## config.mk

```make
export PLATFORM = sky130hd
export DESIGN_NAME = lcd_bus_sequencer
export DESIGN_NICKNAME = d
export VERILOG_FILES = /design/src/rtl/lcd_bus_sequencer.sv
export SDC_FILE = /design/constraint.sdc
export NUM_CORES = 1
export LEC_CHECK = 0
export CAP_MARGIN = 25
export CORE_AREA = 2 2 82 84
export DETAILED_ROUTE_END_ITERATION = 8
export DIE_AREA = 0 0 84 86
export HOLD_SLACK_MARGIN = 0.06
export PLACE_DENSITY = 0.67
export SYNTH_ARGS = -nofsm -noshare
export SYNTH_HDL_FRONTEND = slang
export SYNTH_SLANG_ARGS = --single-unit
export TNS_END_PERCENT = 50
```

## constraint.sdc

```tcl
create_clock -name clk -period 2.2 [get_ports clk]
set_clock_uncertainty 0.1 [all_clocks]
set_input_delay 0.55 -clock clk [delete_from_list [all_inputs] [get_ports clk]]
set_output_delay 0.55 -clock clk [all_outputs]
set_load 0.05 [all_outputs]
```

## src/rtl/lcd_bus_sequencer.sv

```systemverilog
// lcd_bus_sequencer: write-only HD44780 bus sequencer.
// A toggle of cmd_word[10] queues {RS, data}; the FSM replays each entry as
// SETUP -> PULSE (E high) -> HOLD -> EXEC wait, in arrival order.
// Build option: define LCD_SEQ_FIFO_EN for a 4-entry queue; otherwise the
// queue is a single holding register.
module lcd_bus_sequencer #(
  parameter int unsigned T_SETUP_CYC = 4,
  parameter int unsigned T_EN_CYC    = 12,
  parameter int unsigned T_HOLD_CYC  = 2,
  parameter int unsigned T_EXEC_CYC  = 2000,
  parameter int unsigned T_LONG_CYC  = 82000
) (
  input  logic        clk,
  input  logic        reset_n,
  input  logic [11:0] cmd_word,
  output logic [7:0]  lcd_data,
  output logic        lcd_rs,
  output logic        lcd_rw,
  output logic        lcd_en,
  output logic        lcd_on,
  output logic        busy,
  output logic        overflow
);

  // Counters are loaded with (length - 1) and count down to zero.
  localparam logic [19:0] SETUP_LD = 20'(T_SETUP_CYC - 1);
  localparam logic [19:0] EN_LD    = 20'(T_EN_CYC - 1);
  localparam logic [19:0] HOLD_LD  = 20'(T_HOLD_CYC - 1);
  localparam logic [19:0] EXEC_LD  = 20'(T_EXEC_CYC - 1);
  localparam logic [19:0] LONG_LD  = 20'(T_LONG_CYC - 1);

  typedef enum logic [2:0] {
    S_IDLE,
    S_SETUP,
    S_PULSE,
    S_HOLD,
    S_EXEC
  } state_t;

  state_t      state_q, state_d;
  logic [19:0] cnt_q, cnt_d;
  logic [7:0]  data_q, data_d;
  logic        rs_q, rs_d;
  logic        en_q, en_d;
  logic        on_q, on_d;
  logic        busy_q, busy_d;
  logic        ovf_q, ovf_d;
  logic        strobe_q, strobe_d;

  logic        req;
  logic        push;
  logic        pop;
  logic        ovf_set;
  logic        is_long;
  logic        q_empty;
  logic        q_full;
  logic [8:0]  q_head;
  logic [8:0]  q_in;

  assign req     = cmd_word[10] ^ strobe_q;
  assign q_in    = cmd_word[8:0];
  assign pop     = (state_q == S_IDLE) && !q_empty;
  // A full queue still accepts a request when the head leaves on the same edge.
  assign push    = req && (!q_full || pop);
  assign ovf_set = req && q_full && !pop;
  assign is_long = !rs_q && (data_q inside {8'h01, 8'h02, 8'h03});

`ifdef LCD_SEQ_FIFO_EN
  logic [8:0] mem_q [4];
  logic [8:0] mem_d [4];
  logic [1:0] rd_q, rd_d;
  logic [1:0] wr_q, wr_d;
  logic [2:0] fill_q, fill_d;

  assign q_empty = (fill_q == 3'd0);
  assign q_full  = (fill_q == 3'd4);
  assign q_head  = mem_q[rd_q];

  // Circular-buffer pointer and occupancy update.
  always_comb begin
    mem_d  = mem_q;
    rd_d   = rd_q;
    wr_d   = wr_q;
    fill_d = fill_q;
    if (push) begin
      mem_d[wr_q] = q_in;
      wr_d        = wr_q + 2'd1;
    end
    if (pop) begin
      rd_d = rd_q + 2'd1;
    end
    case ({push, pop})
      2'b10:   fill_d = fill_q + 3'd1;
      2'b01:   fill_d = fill_q - 3'd1;
      default: fill_d = fill_q;
    endcase
  end

  // Queue storage registers.
  always_ff @(posedge clk or negedge reset_n) begin
    if (!reset_n) begin
      for (int unsigned i = 0; i < 4; i++) begin
        mem_q[i] <= '0;
      end
      rd_q   <= '0;
      wr_q   <= '0;
      fill_q <= '0;
    end else begin
      mem_q  <= mem_d;
      rd_q   <= rd_d;
      wr_q   <= wr_d;
      fill_q <= fill_d;
    end
  end
`else
  logic [8:0] hold_q, hold_d;
  logic       valid_q, valid_d;

  assign q_empty = !valid_q;
  assign q_full  = valid_q;
  assign q_head  = hold_q;

  // Single holding register; a same-edge pop and push simply replaces it.
  always_comb begin
    hold_d  = hold_q;
    valid_d = valid_q;
    if (pop) begin
      valid_d = 1'b0;
    end
    if (push) begin
      hold_d  = q_in;
      valid_d = 1'b1;
    end
  end

  // Holding register storage.
  always_ff @(posedge clk or negedge reset_n) begin
    if (!reset_n) begin
      hold_q  <= '0;
      valid_q <= 1'b0;
    end else begin
      hold_q  <= hold_d;
      valid_q <= valid_d;
    end
  end
`endif

  // Next-state, counter and output computation for the bus FSM.
  always_comb begin
    state_d  = state_q;
    cnt_d    = cnt_q;
    data_d   = data_q;
    rs_d     = rs_q;
    en_d     = en_q;
    on_d     = cmd_word[11];
    strobe_d = cmd_word[10];
    busy_d   = (state_q != S_IDLE) || !q_empty;
    ovf_d    = ovf_q;
    if (cmd_word[9]) begin
      ovf_d = 1'b0;
    end else if (ovf_set) begin
      ovf_d = 1'b1;
    end
    case (state_q)
      S_IDLE: begin
        if (!q_empty) begin
          state_d = S_SETUP;
          cnt_d   = SETUP_LD;
          data_d  = q_head[7:0];
          rs_d    = q_head[8];
          en_d    = 1'b0;
        end
      end
      S_SETUP: begin
        if (cnt_q == '0) begin
          state_d = S_PULSE;
          cnt_d   = EN_LD;
          en_d    = 1'b1;
        end else begin
          cnt_d = cnt_q - 20'd1;
        end
      end
      S_PULSE: begin
        if (cnt_q == '0) begin
          state_d = S_HOLD;
          cnt_d   = HOLD_LD;
          en_d    = 1'b0;
        end else begin
          cnt_d = cnt_q - 20'd1;
        end
      end
      S_HOLD: begin
        if (cnt_q == '0) begin
          state_d = S_EXEC;
          cnt_d   = is_long ? LONG_LD : EXEC_LD;
        end else begin
          cnt_d = cnt_q - 20'd1;
        end
      end
      S_EXEC: begin
        if (cnt_q == '0) begin
          state_d = S_IDLE;
          cnt_d   = '0;
        end else begin
          cnt_d = cnt_q - 20'd1;
        end
      end
      default: begin
        state_d = S_IDLE;
        cnt_d   = '0;
        en_d    = 1'b0;
      end
    endcase
  end

  // FSM state and registered bus outputs.
  always_ff @(posedge clk or negedge reset_n) begin
    if (!reset_n) begin
      state_q  <= S_IDLE;
      cnt_q    <= '0;
      data_q   <= '0;
      rs_q     <= 1'b0;
      en_q     <= 1'b0;
      on_q     <= 1'b0;
      busy_q   <= 1'b0;
      ovf_q    <= 1'b0;
      strobe_q <= 1'b0;
    end else begin
      state_q  <= state_d;
      cnt_q    <= cnt_d;
      data_q   <= data_d;
      rs_q     <= rs_d;
      en_q     <= en_d;
      on_q     <= on_d;
      busy_q   <= busy_d;
      ovf_q    <= ovf_d;
      strobe_q <= strobe_d;
    end
  end

  assign lcd_data = data_q;
  assign lcd_rs   = rs_q;
  assign lcd_rw   = 1'b0;
  assign lcd_en   = en_q;
  assign lcd_on   = on_q;
  assign busy     = busy_q;
  assign overflow = ovf_q;

endmodule

```

* Word-level counts from Yosys, hierarchy flattened *
Cells that the tools add are included.

operators by class
  add/subtract/negate cells = 1
  equality and inequality tests = 12
  mux-type cells = 21
  bitwise gates (word level) = 2
  reduce and logical (&&, ||, !) cells = 20

operators with widths
  kind                                                 number
  2-to-1 mux 20 bit                                    5
  case mux 20 bit (5 select lines)                     1
  logical NOT 20 bit                                   1
  subtractor 20 x 1 -> 20 bit (second input constant)  1
  2-to-1 mux 17 bit                                    1
  == test 8 x 2 -> 1 bit (second input constant)       2
  2-to-1 mux 3 bit                                     5
  case mux 3 bit (5 select lines)                      1
  inequality test 2 bit (second input constant)        5
  == test 8 x 1 -> 1 bit (second input constant)       1
  2-to-1 mux 1 bit                                     7
  == test 3 x 2 -> 1 bit (second input constant)       2
  nonzero test 3 bit                                   2
  logical AND 1 bit                                    5
  AND reduction 5 bit                                  1
  case mux 1 bit (4 select lines)                      1
  AND reduction 4 bit                                  1
  nonzero test 2 bit                                   2
  == test 3 x 1 -> 1 bit (second input constant)       1
  == test 3 bit (second input constant)                1
  logical NOT 1 bit                                    3
  logical NOT 3 bit                                    1
  logical OR 1 bit                                     2
  AND reduction 2 bit                                  1
  other kinds (3)                                      3

word-level totals
  register bits = 47
  bits of input ports = 14
  output and inout bits = 14
  logic and storage cells = 67

* Depth between registers and ports, before layout *
Gate-level depths: netlist of the first run.

  word-level depth = 6
  gate-level depth with buffers = 9
  mapped depth without buffers = 8

* Least setup slack after synthesis of the first run *
Ideal clock, no wire load.

  path kind = reg2reg
  start point = reg cnt_q[0]
  end point = reg cnt_q[3]
  data arrival time = 1.822 ns
  setup slack = 0.154 ns
  cell stages (with the launch flop) = 9
  clock period less this slack = 2.046 ns
  cell sequence = dfrtp_1 > inv_1 > ha_1 > nor4b_2 > nand3_4 > o21ai_4 > buf_4 > a22oi_1 > a211o_1

on the way
  word-level cells in the longest chain between the ends = 3
  elaborated cells between the ends (all ways) = 7
  those cells by class = add/sub: 1; mux: 5; reduce/logical: 1

ends and longest elaborated chain
  item                                                                      line  RTL
  start, declared                                                           41    logic [19:0] cnt_q, cnt_d;
  start signal, assigned                                                    230   cnt_q <= cnt_d;
  subtractor 20 x 1 -> 20 bit / logical NOT 20 bit (equally long branches)  n/a
  2-to-1 mux 20 bit (on tied branches)                                      n/a
  case mux 20 bit (5 select lines) *                                        164   case (state_q)

Mark *: on every way between the ends. The rest lies on a longest branch, timed or not.
A chain may end at the register's enable or synchronous reset.

* Worst setup path after layout of the first run *
  start point = reg data_q[4] (netlist: lcd_data[4])
  end point = out lcd_data[4]

RTL lines
  item                    line  RTL
  start, declared         42    logic [7:0] data_q, data_d;
  start signal, assigned  231   data_q <= data_d;
  end, declared           16    output logic [7:0] lcd_data,

No word-level cell between the ends.

==> run metrics, run 1 <==
Die Span Y=86 um; sequential power share=0.597; Syn Area/Cell=10.10 sq um; Root Buffer Master=clkbuf_8; Tcrit/Tclk final=0.9804; Slew Limit Headroom=0.6483; wire per inst=14.85 um; Fillers=599; layout cell share with drive strength beyond 1=0.2517; Num Clock Sinks=47; HPWL Detailed=4212 um; DP Area=3017 sq um; CTS H-tree depth=2; Worst-path clk slew=0.09 ns; status=finished clean; synthesis-stage register bit count=47; post-synthesis cell count=245; Synth Flop Type=dfrtp_1; CP Capture Type=output pin; Nets=317; GRT Overall Usage=0.1661; final cell utilization of the core=0.5029; CP top delay family=buffers and inverters; sw power=357.7 uW; Final ANT Viol Nets=0; Die X-Extent=84 um; die area=7224 sq um; gr ovfl total=0; Ys Warns=0; worst vdd ir=0.3318 mV; Hold WC Path Type=input pin to async pin; Setup TNS Final=0 ns; combinational share of power=0.062; leak pwr=0.001355 uW; post-route cell area=3157 sq um; Hold Buf Count CTS=0; Synth Net Count=261; Syn-to-layout area delta=27.55%; number of synthesized flops with an enable pin=0; Critical path buffers and inverters=1; row cnt=29; n_diodes=0; cells on worst reg2reg path=9; Worst R2R Setup Slack=0.08 ns; CTS max path bufs=2; Post-Route WL=5628 um; Crit Path Category=register to output pin; first-pass GRT wire length=9653 um; vias in the first global route=2,014; Worst-Margin Slew=0.5267 ns; DRC=0; Critical Path Max Stage Delay=0.82 ns; Mapped Area=2475 sq um; WP data arrival=1.51 ns; RR Startpoint=cnt_q[0]$_DFFE_PN0N_; Final Max Slew Viols=0; initial core utilization=0.3943; max-cap viol count=0; worst-path cell with the longest stage delay=clkdlybuf4s50_1; CTS tree=yes; internal power=1174 uW; CP cell instances=clkdlybuf4s50_1; Critical Path Start Type=register; asr flop ratio synth=1.000; Final GP Congestion=0.9062; final hold slack=0.09290 ns; worst reg2reg path endpoint=cnt_q[16]$_DFFE_PN0N_; f_max=0.4637 GHz; via count=2,099; starting DRC count in detailed routing=130; Pwr per Cell Area=485.1 nW/um^2; clock power share=0.340; largest net degree at the start of global routing=30; first-pass iteration count of the detailed router=4; Worst-Skew Late Latency=0.30 ns; port buffer count=26; sequential area share after synthesis=0.4752; CP required=1.55 ns; sw frac=0.2336; Final Hold Viols=0; TritonCTS buffer count=5; initial antenna violation count=0; post-synth cell types=47; Tmin final=2.157 ns; Ports=28; via/cell ratio=5.538; final setup violating endpoints=0; core region area=6277 sq um; critical path fanouts, max=3
-- power by group through the flow --
stage / registers (uW) / clock network [uW] / logic (uW)
final: 915 / 521 / 95.5
after global routing: 919 / 573 / 107
after CTS: 915 / 537 / 98.5
after detailed placement: 933 / 0 / 98.2
after global placement: 930 / 0 / 95.2
after floorplan: 937 / 0 / 37.0
-- how the worst max path moves through the flow --
stage / depth (start not counted) / slack [ns] / from / end
global route: 9 / -0.02 / cnt_q[0]$_DFFE_PN0N_ / cnt_q[7]$_DFFE_PN0N_
detailed placement: 4 / 0.04 / cmd_word[10] / hold_q[3]$_DFFE_PN0P_
CTS: 1 / 0.01 / lcd_data[2]$_DFFE_PN0P_ / lcd_data[2]
global placement: 4 / 0.05 / cmd_word[10] / hold_q[5]$_DFFE_PN0P_
finish: 1 / 0.04 / lcd_data[4]$_DFFE_PN0P_ / lcd_data[4]
floorplan: 8 / 0.15 / cnt_q[0]$_DFFE_PN0N_ / cnt_q[3]$_DFFE_PN0N_
-- Yosys cell counts (all sizes together) (8+ instances only) --
cell type  count  share of area
o31ai          8          0.026
dfrtp         47           0.48
nor4           9          0.037
o21ai         30          0.067
inv            9          0.014
mux2          18          0.082
a21oi         11          0.022
nand2         21          0.032
nor3           9          0.024
nand3          9          0.028
nor2          20          0.033
-- cell type report --
type                    count  area [sq um]  share of cell area
clock inverters             2         12.51            0.003964
inverters                   9         33.78             0.01070
clock buffers               6         72.57             0.02299
flip-flops and latches     47          1176              0.3726
well taps                  77         96.34             0.03052
repair buffers             58         523.0              0.1657
multi-input cells         180          1242              0.3936
-- what timing repair did --
action                     4_1_cts  5_1_grt
gates resized for setup          0       12
setup endpoints to repair        0       21
setup buffers                    0        2
-- kinds of logic (layout without fill, tap and decap cells) --
kind of cell	Yosys count	in the layout	synth area share
flip-flops	47	47	0.4752
other	1	1	0.001515
XOR/XNOR	3	3	0.01062
multiplexers	18	18	0.08190
buffers and inverters	18	75	0.03184
AND/OR/NAND/NOR	83	83	0.1977
AO/OA/AOI/OAI	73	73	0.1911
adder cells (fa/ha/maj)	2	2	0.01011
-- sequential cells by signal (all words and copies together) (netlist names) --
name	flops
overflow	1
hold_q	9
lcd_en	1
lcd_on	1
q_full	1
lcd_data	8
strobe_q	1
cnt_q	20
busy	1
state_q	3
lcd_rs	1
-- per-layer routing --
metal | wire length (um) | global-route usage | vias to the layer above | part of all wire
met4 | 68 | 0.04399 | 0 | 0.012
li1 | - | - | 1024 | -
met2 | 2683 | 0.2785 | 54 | 0.48
met5 | 0 | 0 | - | 0
met1 | 2630 | 0.2185 | 1016 | 0.47
met3 | 245 | 0.03754 | 5 | 0.044
-- cells in the final DEF, fill, tap and decap left out, types with 3 or more instances in the layout --
cell / count
nand3_1: 7
o21ai_0: 9
nor3_2: 3
mux2_2: 18
dfrtp_1: 47
o211ai_1: 3
clkdlybuf4s50_1: 20
inv_1: 7
nor3_1: 6
o21ai_1: 19
a31oi_1: 5
buf_4: 30
clkbuf_8: 5
o41ai_1: 5
o22ai_1: 3
nor2_1: 19
dlymetal6s2s_1: 4
nor4_1: 5
a21oi_1: 11
nand2_1: 21
o31ai_1: 7
-- metrics by stage --
stage	total power, uW	instances	setup WS [ns]
4_1_cts	1551	377	0.01253
6_report	1531	379	0.04321
2_1_floorplan	973.5	245	0.1542
5_1_grt	1598	379	-0.02494
3_5_place_dp	1031	369	0.03682
3_3_place_gp	1025	369	0.04547
Power figures use the tool's default switching activity.
==> run 2, diff against run 1 <==
- PLACE_DENSITY: 0.67 -> 0.69
- clock period: 2.2 -> 1.9 ns (I/O delays scaled with it)
==> run 2 against run 1 <==
The run now ends with setup timing left. Non-clock buffer count is 33 higher. Global-route usage is 0.74 points higher. Clock-buffer cell count is 1 higher. Critical path depth is 7 higher. Final cell count is 8.7% higher. Register-to-register slack worse by 0.20 ns. Worst setup slack worse by 0.16 ns. Critical path type is now register to register. Critical endpoint is now cnt_q[16]$_DFFE_PN0N_.
==> run metrics, run 2 (synthesis gave the netlist of run 1 again) <==
Die X-Extent=84 um (unchanged); core region area=6277 sq um (unchanged); largest net degree at the start of global routing=24 (-20%); Nets=350 (+10%); starting DRC count in detailed routing=88 (-32%); worst reg2reg path endpoint=cnt_q[16]$_DFFE_PN0N_; most frequent cells in the layout=buf_4, dfrtp_1, nand2_1, o21ai_1, nor2_1; failing checks=setup timing; leak pwr=0.001500 uW (+11%); Tcrit/Tclk final=1.063; final hold slack=0.3912 ns (+0.2983 ns); final setup violating endpoints=20 (+20); Multi-input gate area=1304 sq um (+4.9%); CP required=2.00 ns (+0.45 ns); Setup TNS Final=-1.426 ns (-1.426 ns); HP Start=cnt_q[18]$_DFFE_PN0N_; final cell utilization of the core=0.5471 (+0.04425); Hold WC Path Type=register to register; TritonCTS buffer count=5 (unchanged); n_diodes=0 (unchanged); sw frac=0.2258 (-0.007809); WP data arrival=2.12 ns (+0.61 ns); clock power share=0.353 (+0.013); port buffer count=26 (unchanged); via count=2,192 (+4.4%); HPWL Detailed=4411 um (+4.7%); DRC=0 (unchanged); status=complete, but fails checks; Tot Pwr=1810 uW (+18%); Final GP Congestion=0.8588 (-5.2%); Fillers=560 (-6.5%); sw power=408.6 uW (+14%); GRT Overall Usage=0.1735 (+0.007374); combinational share of power=0.062 (about the same); critical path fanouts, max=8 (+5); CTS tree=yes; vias in the first global route=2,276 (+13%); initial antenna violation count=0 (unchanged); wire per inst=14.25 um (-4.1%); f_max=0.4949 GHz; Die Span Y=86 um (unchanged); Worst R2R Setup Slack=-0.12 ns (-0.20 ns); Hold EP=cnt_q[18]$_DFFE_PN0N_; worst vdd ir=0.4407 mV (+33%); unrepaired setup endpoints after global routing=yes; first-pass GRT wire length=10,210 um (+5.8%); initial core utilization=0.3943 (unchanged); Final Max Slew Viols=0 (unchanged); RR Startpoint=cnt_q[1]$_DFFE_PN0N_; row cnt=29 (unchanged); Root Buffer Master=clkbuf_8; Pwr per Cell Area=526.9 nW/um^2 (+8.6%); internal power=1401 uW (+19%); max-cap viol count=0 (unchanged); commonest non-fill, non-tap cell in the layout=buf_4; CP Capture Type=register; Final ANT Viol Nets=0 (unchanged); Post-Route WL=5869 um (+4.3%); PnR worst setup slack=-0.1206 ns (-0.1638 ns); layout cell share with drive strength beyond 1=0.3881 (+0.1364); cells on worst reg2reg path=8 (-1); sequential power share=0.585 (-0.012); CTS max path bufs=2 (unchanged); Syn-to-layout area delta=38.78%; register area=1177 sq um (+0.11%); Num Clock Sinks=47 (unchanged); Worst-path clk slew=0.10 ns (about the same); max reg flops=20 (unchanged); Ports=28 (unchanged); CTS H-tree depth=2 (unchanged); Final Hold Viols=0 (unchanged); Worst-Skew Late Latency=0.31 ns (about the same); WHS Path Cells=1; dpl ws=-0.1688 ns (-0.2056 ns); gr ovfl total=0 (unchanged); die area=7224 sq um (unchanged); Critical Path Start Type=register; Crit Path Category=register to register; first-pass iteration count of the detailed router=4 (unchanged); Top reg by flops=cnt_q; via/cell ratio=5.320 (-3.9%); Tmin final=2.021 ns
-- run 2: worst max-delay path: stages (launching register included) --
cell and delay, ns:
dfrtp_1 0.39, inv_2 0.08, ha_4 0.13, nor4b_4 0.27
nand3_4 0.20, o21ai_4 0.31, o21ai_1 0.08, and2_1 0.15
a211o_1 0.22
-- run 2: area by class of cell --
class                      instances  share of cell area
clock buffer                       7             0.02514
clock inverter                     1            0.002550
inverter                           9            0.009836
multi-input combinational        180              0.3796
sequential                        47              0.3428
tap                               77             0.02805
timing repair buffer              91              0.2120
-- run 2: per-stage QoR --
step                      std cells  instance area, sq um
after floorplan                 245                  2507
after global placement          400                  3236
after detailed placement        400                  3236
after CTS                       411                  3396
after global routing            412                  3435
final                           412                  3435
-- run 2: power by group through the flow --
stage | Clock [uW] | Combinational, uW | Sequential [uW]
after global routing | 705 | 125 | 1070
after CTS | 661 | 116 | 1060
after floorplan | 0 | 42.8 | 1080
final | 638 | 112 | 1060
after detailed placement | 0 | 114 | 1080
after global placement | 0 | 110 | 1080
-- run 2: worst max-delay path by stage --
stage	end	cells past startpoint	slack, ns	from
2_1_floorplan	cnt_q[3]$_DFFE_PN0N_	8	-0.003	cnt_q[0]$_DFFE_PN0N_
3_3_place_gp	cnt_q[6]$_DFFE_PN0N_	6	-0.16	cnt_q[10]$_DFFE_PN0N_
3_5_place_dp	cnt_q[6]$_DFFE_PN0N_	6	-0.17	cnt_q[10]$_DFFE_PN0N_
6_report	cnt_q[16]$_DFFE_PN0N_	8	-0.12	cnt_q[1]$_DFFE_PN0N_
5_1_grt	cnt_q[19]$_DFFE_PN0N_	9	-0.25	cnt_q[0]$_DFFE_PN0N_
4_1_cts	cnt_q[16]$_DFFE_PN0N_	8	-0.10	cnt_q[1]$_DFFE_PN0N_
-- run 2: what timing repair did --
item,4_1_cts,5_1_grt
setup buffers,2,1
setup endpoints to repair,21,24
resized for setup,9,9
pin swaps,5,4
endpoints found under the hold margin,21,0
hold buffers,1,0
-- run 2: layer usage --
layer	track usage	routed length, um
met1	0.2270	2768
met2	0.2851	2767
met3	0.04139	245
met4	0.05718	89
met5	0	0
==> run 3, diff against run 2 <==
- ABC_CLOCK_PERIOD_IN_PS: not set -> 1900
==> results of run 3 <==
Same layout as run 2: the final DEF is identical, and so are final timing and power.
